==> config.mk <==
export PLATFORM = sky130hd
export DESIGN_NAME = fetch_unit
export DESIGN_NICKNAME = d
export VERILOG_FILES = /design/src/rtl/fetch_unit.sv
export SDC_FILE = /design/constraint.sdc
export NUM_CORES = 1
export LEC_CHECK = 0
export CELL_PAD_IN_SITES_DETAIL_PLACEMENT = 1
export CELL_PAD_IN_SITES_GLOBAL_PLACEMENT = 2
export CORE_MARGIN = 2
export CORE_UTILIZATION = 30
export DETAILED_ROUTE_END_ITERATION = 10
export GPL_ROUTABILITY_DRIVEN = 0
export MAX_ROUTING_LAYER = met4
export PLACE_DENSITY = 0.89
export SKIP_LAST_GASP = 1
export SYNTH_ARGS = -nofsm -noshare
export SYNTH_HDL_FRONTEND = slang
export SYNTH_SLANG_ARGS = --single-unit
==> constraint.sdc <==
create_clock -name clk -period 5.4 [get_ports clk]
set_input_delay 0.81 -clock clk [delete_from_list [all_inputs] [get_ports clk]]
set_output_delay 0.81 -clock clk [all_outputs]
set_load 0.02 [all_outputs]
==> src/rtl/fetch_unit.sv <==
// Instruction-fetch stage: owns the PC, drives the imem word index and
// registers the returned instruction into IF/ID under an IDLE/RUN/HALT FSM.
module fetch_unit #(
  parameter logic [31:0] RESET_PC   = 32'h0000_0000,
  parameter int          IMEM_DEPTH = 32,
  parameter int          ADDR_W     = 5,
  parameter logic [31:0] HALT_INSTR = 32'h0000_0073
) (
  input  logic        clk,
  input  logic        rst,
  input  logic        start,
  input  logic        stall,
  input  logic        redirect,
  input  logic [31:0] redirect_pc,
  output logic [31:0] read_adr,
  input  logic [31:0] instruction,
  output logic        if_id_valid,
  output logic [31:0] if_id_instr,
  output logic [31:0] if_id_pc,
  output logic        halted,
  output logic        fault
);

  localparam logic [1:0]  ST_IDLE     = 2'd0;
  localparam logic [1:0]  ST_RUN      = 2'd1;
  localparam logic [1:0]  ST_HALT     = 2'd2;
  localparam logic [31:0] LIMIT_BYTES = 32'(IMEM_DEPTH) << 2;

  // A fetchable address is word aligned and below the end of instruction memory.
  function automatic logic pc_in_range(input logic [31:0] addr);
    return (addr[1:0] == 2'b00) && (addr < LIMIT_BYTES);
  endfunction

  logic [1:0]  state_r, state_s;
  logic [31:0] pc_r, pc_s;
  logic        valid_r, valid_s;
  logic [31:0] instr_r, instr_s;
  logic [31:0] ifpc_r, ifpc_s;
  logic        halted_r, halted_s;
  logic        fault_r, fault_s;

  assign read_adr    = {{(32-ADDR_W){1'b0}}, pc_r[ADDR_W+1:2]};
  assign if_id_valid = valid_r;
  assign if_id_instr = instr_r;
  assign if_id_pc    = ifpc_r;
  assign halted      = halted_r;
  assign fault       = fault_r;

  // Next-state logic: run-control FSM with redirect > stall > range > halt > issue priority.
  always_comb begin
    state_s  = state_r;
    pc_s     = pc_r;
    valid_s  = valid_r;
    instr_s  = instr_r;
    ifpc_s   = ifpc_r;
    halted_s = halted_r;
    fault_s  = fault_r;
    case (state_r)
      ST_IDLE: begin
        if (start) begin
          state_s = ST_RUN;
        end else begin
          state_s = ST_IDLE;
        end
      end
      ST_RUN: begin
        if (redirect) begin
          valid_s = 1'b0;
          if (pc_in_range(redirect_pc)) begin
            pc_s = redirect_pc;
          end else begin
            fault_s  = 1'b1;
            halted_s = 1'b1;
            state_s  = ST_HALT;
          end
        end else if (stall) begin
          pc_s = pc_r;
        end else if (!pc_in_range(pc_r)) begin
          fault_s  = 1'b1;
          halted_s = 1'b1;
          valid_s  = 1'b0;
          state_s  = ST_HALT;
        end else if (instruction == HALT_INSTR) begin
          // The halt word is never issued; pc keeps pointing at it.
          halted_s = 1'b1;
          valid_s  = 1'b0;
          state_s  = ST_HALT;
        end else begin
          instr_s = instruction;
          ifpc_s  = pc_r;
          valid_s = 1'b1;
          pc_s    = pc_r + 32'd4;
        end
      end
      ST_HALT: begin
        valid_s = 1'b0;
        if (start) begin
          pc_s     = RESET_PC;
          fault_s  = 1'b0;
          halted_s = 1'b0;
          state_s  = ST_RUN;
        end else begin
          halted_s = 1'b1;
        end
      end
      default: begin
        state_s  = ST_IDLE;
        valid_s  = 1'b0;
        halted_s = 1'b0;
      end
    endcase
  end

  // State and pipeline registers with asynchronous active-low reset.
  always_ff @(posedge clk or negedge rst) begin
    if (!rst) begin
      state_r  <= ST_IDLE;
      pc_r     <= RESET_PC;
      valid_r  <= 1'b0;
      instr_r  <= 32'd0;
      ifpc_r   <= 32'd0;
      halted_r <= 1'b0;
      fault_r  <= 1'b0;
    end else begin
      state_r  <= state_s;
      pc_r     <= pc_s;
      valid_r  <= valid_s;
      instr_r  <= instr_s;
      ifpc_r   <= ifpc_s;
      halted_r <= halted_s;
      fault_r  <= fault_s;
    end
  end

endmodule
==> reports/qor.yml <==
ys_types: 47
drt_iter0_drc: 244
grt_usage_pct: 18.3
setup_viol: 0
powerDensity_nw_per_um2: 358
cp_cell_sequence: "clkdlybuf4s50_1 -> nor4_1 -> and4_1 -> a211o_1 -> a211o_1 -> buf_4 -> or2_1 -> o21ai_0"
ys_ff_latch: 101
die_h_um: 134
regToRegStartpoint: "pc_r[20]"
dr.pass1.iters: 4
hold_class: "in -> async"
cts_setup_buffers: 0
route.antenna.remaining_nets: 0
yosys.area.top_type: "dfrtp_1"
antennaDiodeCount: 0
final.setup.worst_slack_ps: 1830
critPathLaunchType: "primary input"
end_kind: "flop"
finalCriticalPeriod_ps: 3570
fmax_mhz: 280
ctsResizeCount: 0
cp_num_buf_inv: 2
cts.sinks: 101
holdWs_ps: 487
cp_max_fo: 36
required_ps: 5590
initial_core_util_pct: 30.6
pre_cts_ws_ps: 1430
report.final.slew_viol_count: 0
path_clk_slew_ps: 70
coreArea_um2: 16500
antenna_found_initial: 0
fin_util_pct: 41.2
wl_per_cell_um: 18.2
hold_violations: 0
yosysSeqAreaShare_pct: 50.0
grt_pass1_wl_um: 25200
synthTopCellsByArea: "dfrtp_1 (50%), mux2_2 (8.5%), buf_4 (4.8%)"
grt_pass1_vias: 4643
cts_buffers: 9
maxSlewHeadroom_pct: 35.1
final_layout_size_suffix_gt1_share_pct: 10.3
critical_path_class: "in -> reg"
gr-total-overflow: 0
netlist.area_leader.share_pct: 50.0
cts_hold_buf: 0
vdd_ir_drop_max_mv: 0.153
die-area_um2: 17900
slowest_delay_ps: 810
synthArstFlopShare_pct: 100
grt_max_degree: 69
rows: 47
worstSkewPairLatency_ps: 360
outcome: "finished clean"
synth_common_cells: "dfrtp_1 (101), mux2_2 (38), a21oi_1 (35), o21ai_0 (35), buf_4 (32)"
cts_tree: "done"
dpl.hpwl_um: 11200
crit_arrival_ps: 3760
drt-vias-per-instance: 5.06
drv_cap: 0
drc_errors: 0
worstMarginPinSlew_ps: 974
synthCells: 495
wirelength_um: 15400
crit_path_top_delay_cell: "or2_1"
cp_common_cell: "a211o_1"
cp_top_family: "simple AND/OR/NAND/NOR gates"
portBuffers: 140
rsz0062_at_grt: "no"
crit_start: "instruction[16]"
synthToLayoutAreaGrowth_pct: 34.9
synth_most_common_cell: "dfrtp_1"
synth_edf_count: 0
yosys_warnings: 0
syn_area_um2: 5050
fin_crit_sh_pct: 66.1
pin_count: 168
setup-tns-final_ps: 0
dr_total_vias: 4263
syn_avg_cell_area_um2: 10.2
cts_max_path_buffers: 2
clockRootBuffer: "clkbuf_16"
htreeDepth: 3
fin_nets: 691
clock_skew_ps: 8.25
p_leak_nw: 2.90
synth_ff_type: "dfrtp_1"
die_w_um: 134
[worst paths after layout]
kind	end	slack, ps	cells past startpoint
max	pc_r[4]	1830	8
min	pc_r[19]	490	1
max reg2reg	pc_r[4]	2320	7
min reg2reg	if_id_pc[0]	500	1
max in group asynchronous	if_id_instr[6]	3780	2
min in group clk	if_id_pc[0]	500	1
[cell type report]
cell class	instances	area, um^2
sequential	101	2530
multi-input combinational	352	2220
fill	1840	9710
clock buffer	10	239
tap	220	275
clock inverter	6	92.6
timing repair buffer	144	1420
inverter	10	37.5
[metal layers]
metal  track usage [%]  up-vias  part of all wire [%]
li1                  -     1990                     -
met1              22.0     2124                    42
met2              29.0      137                    48
met3              6.39       12                   8.7
met4              5.91        0                   1.4
met5                 -        -                     0
[flip-flops by register name, summed over array words and instances, names as in the netlist]
| name | cells |
|---|---|
| fault | 1 |
| halted | 1 |
| if_id_instr | 32 |
| if_id_pc | 32 |
| if_id_valid | 1 |
| pc_r | 32 |
| state_r | 2 |
[metrics by stage]
stage	instance area (um^2)	cells	total power [mW]
floorplan	5150	521	1.51
global placement	6480	827	1.71
detailed placement	6480	827	1.75
CTS	6820	843	2.47
global route	6820	843	2.60
finish	6820	843	2.44
[cell usage in the layout, fill, tap and decap left out, drive strengths merged, types with 2 or more instances in the layout]
cell type	instances
o31ai	3
o31a	8
nor3	8
nand4	6
and3	7
or2	2
buf	6
a31oi	7
mux2	38
conb	27
clkdlybuf4s50	138
nor3b	2
a22oi	2
clkbuf	10
inv	12
nor2	23
nor4bb	5
nor4	24
clkinv	2
nor2b	31
a21o	2
nand3b	2
nor4b	4
nand2	23
and2	2
ha	4
dfrtp	101
a21oi	35
or3	2
a211o	2
o22ai	7
o21ai	49
nand3	14
nand2b	2
and4	4
[power by group]
| part | switching (mW) | internal [mW] | leakage (nW) |
|---|---|---|---|
| Combinational | 0.419 | 0.270 | 1.38 |
| Clock | 0.323 | 0.387 | 0.158 |
| Sequential | 0.166 | 0.875 | 1.37 |
[cell families after synthesis]
family / count (synthesis) / share of synthesized area, %
AND/OR/NAND/NOR: 162 / 18.5
AO/OA/AOI/OAI: 120 / 13.7
flip-flops: 101 / 50.0
buffers and inverters: 68 / 8.00
multiplexers: 39 / 8.67
adder cells (fa/ha/maj): 4 / 0.990
other: 1 / 0.0742
No activity file was read; power rests on OpenSTA's default activity.
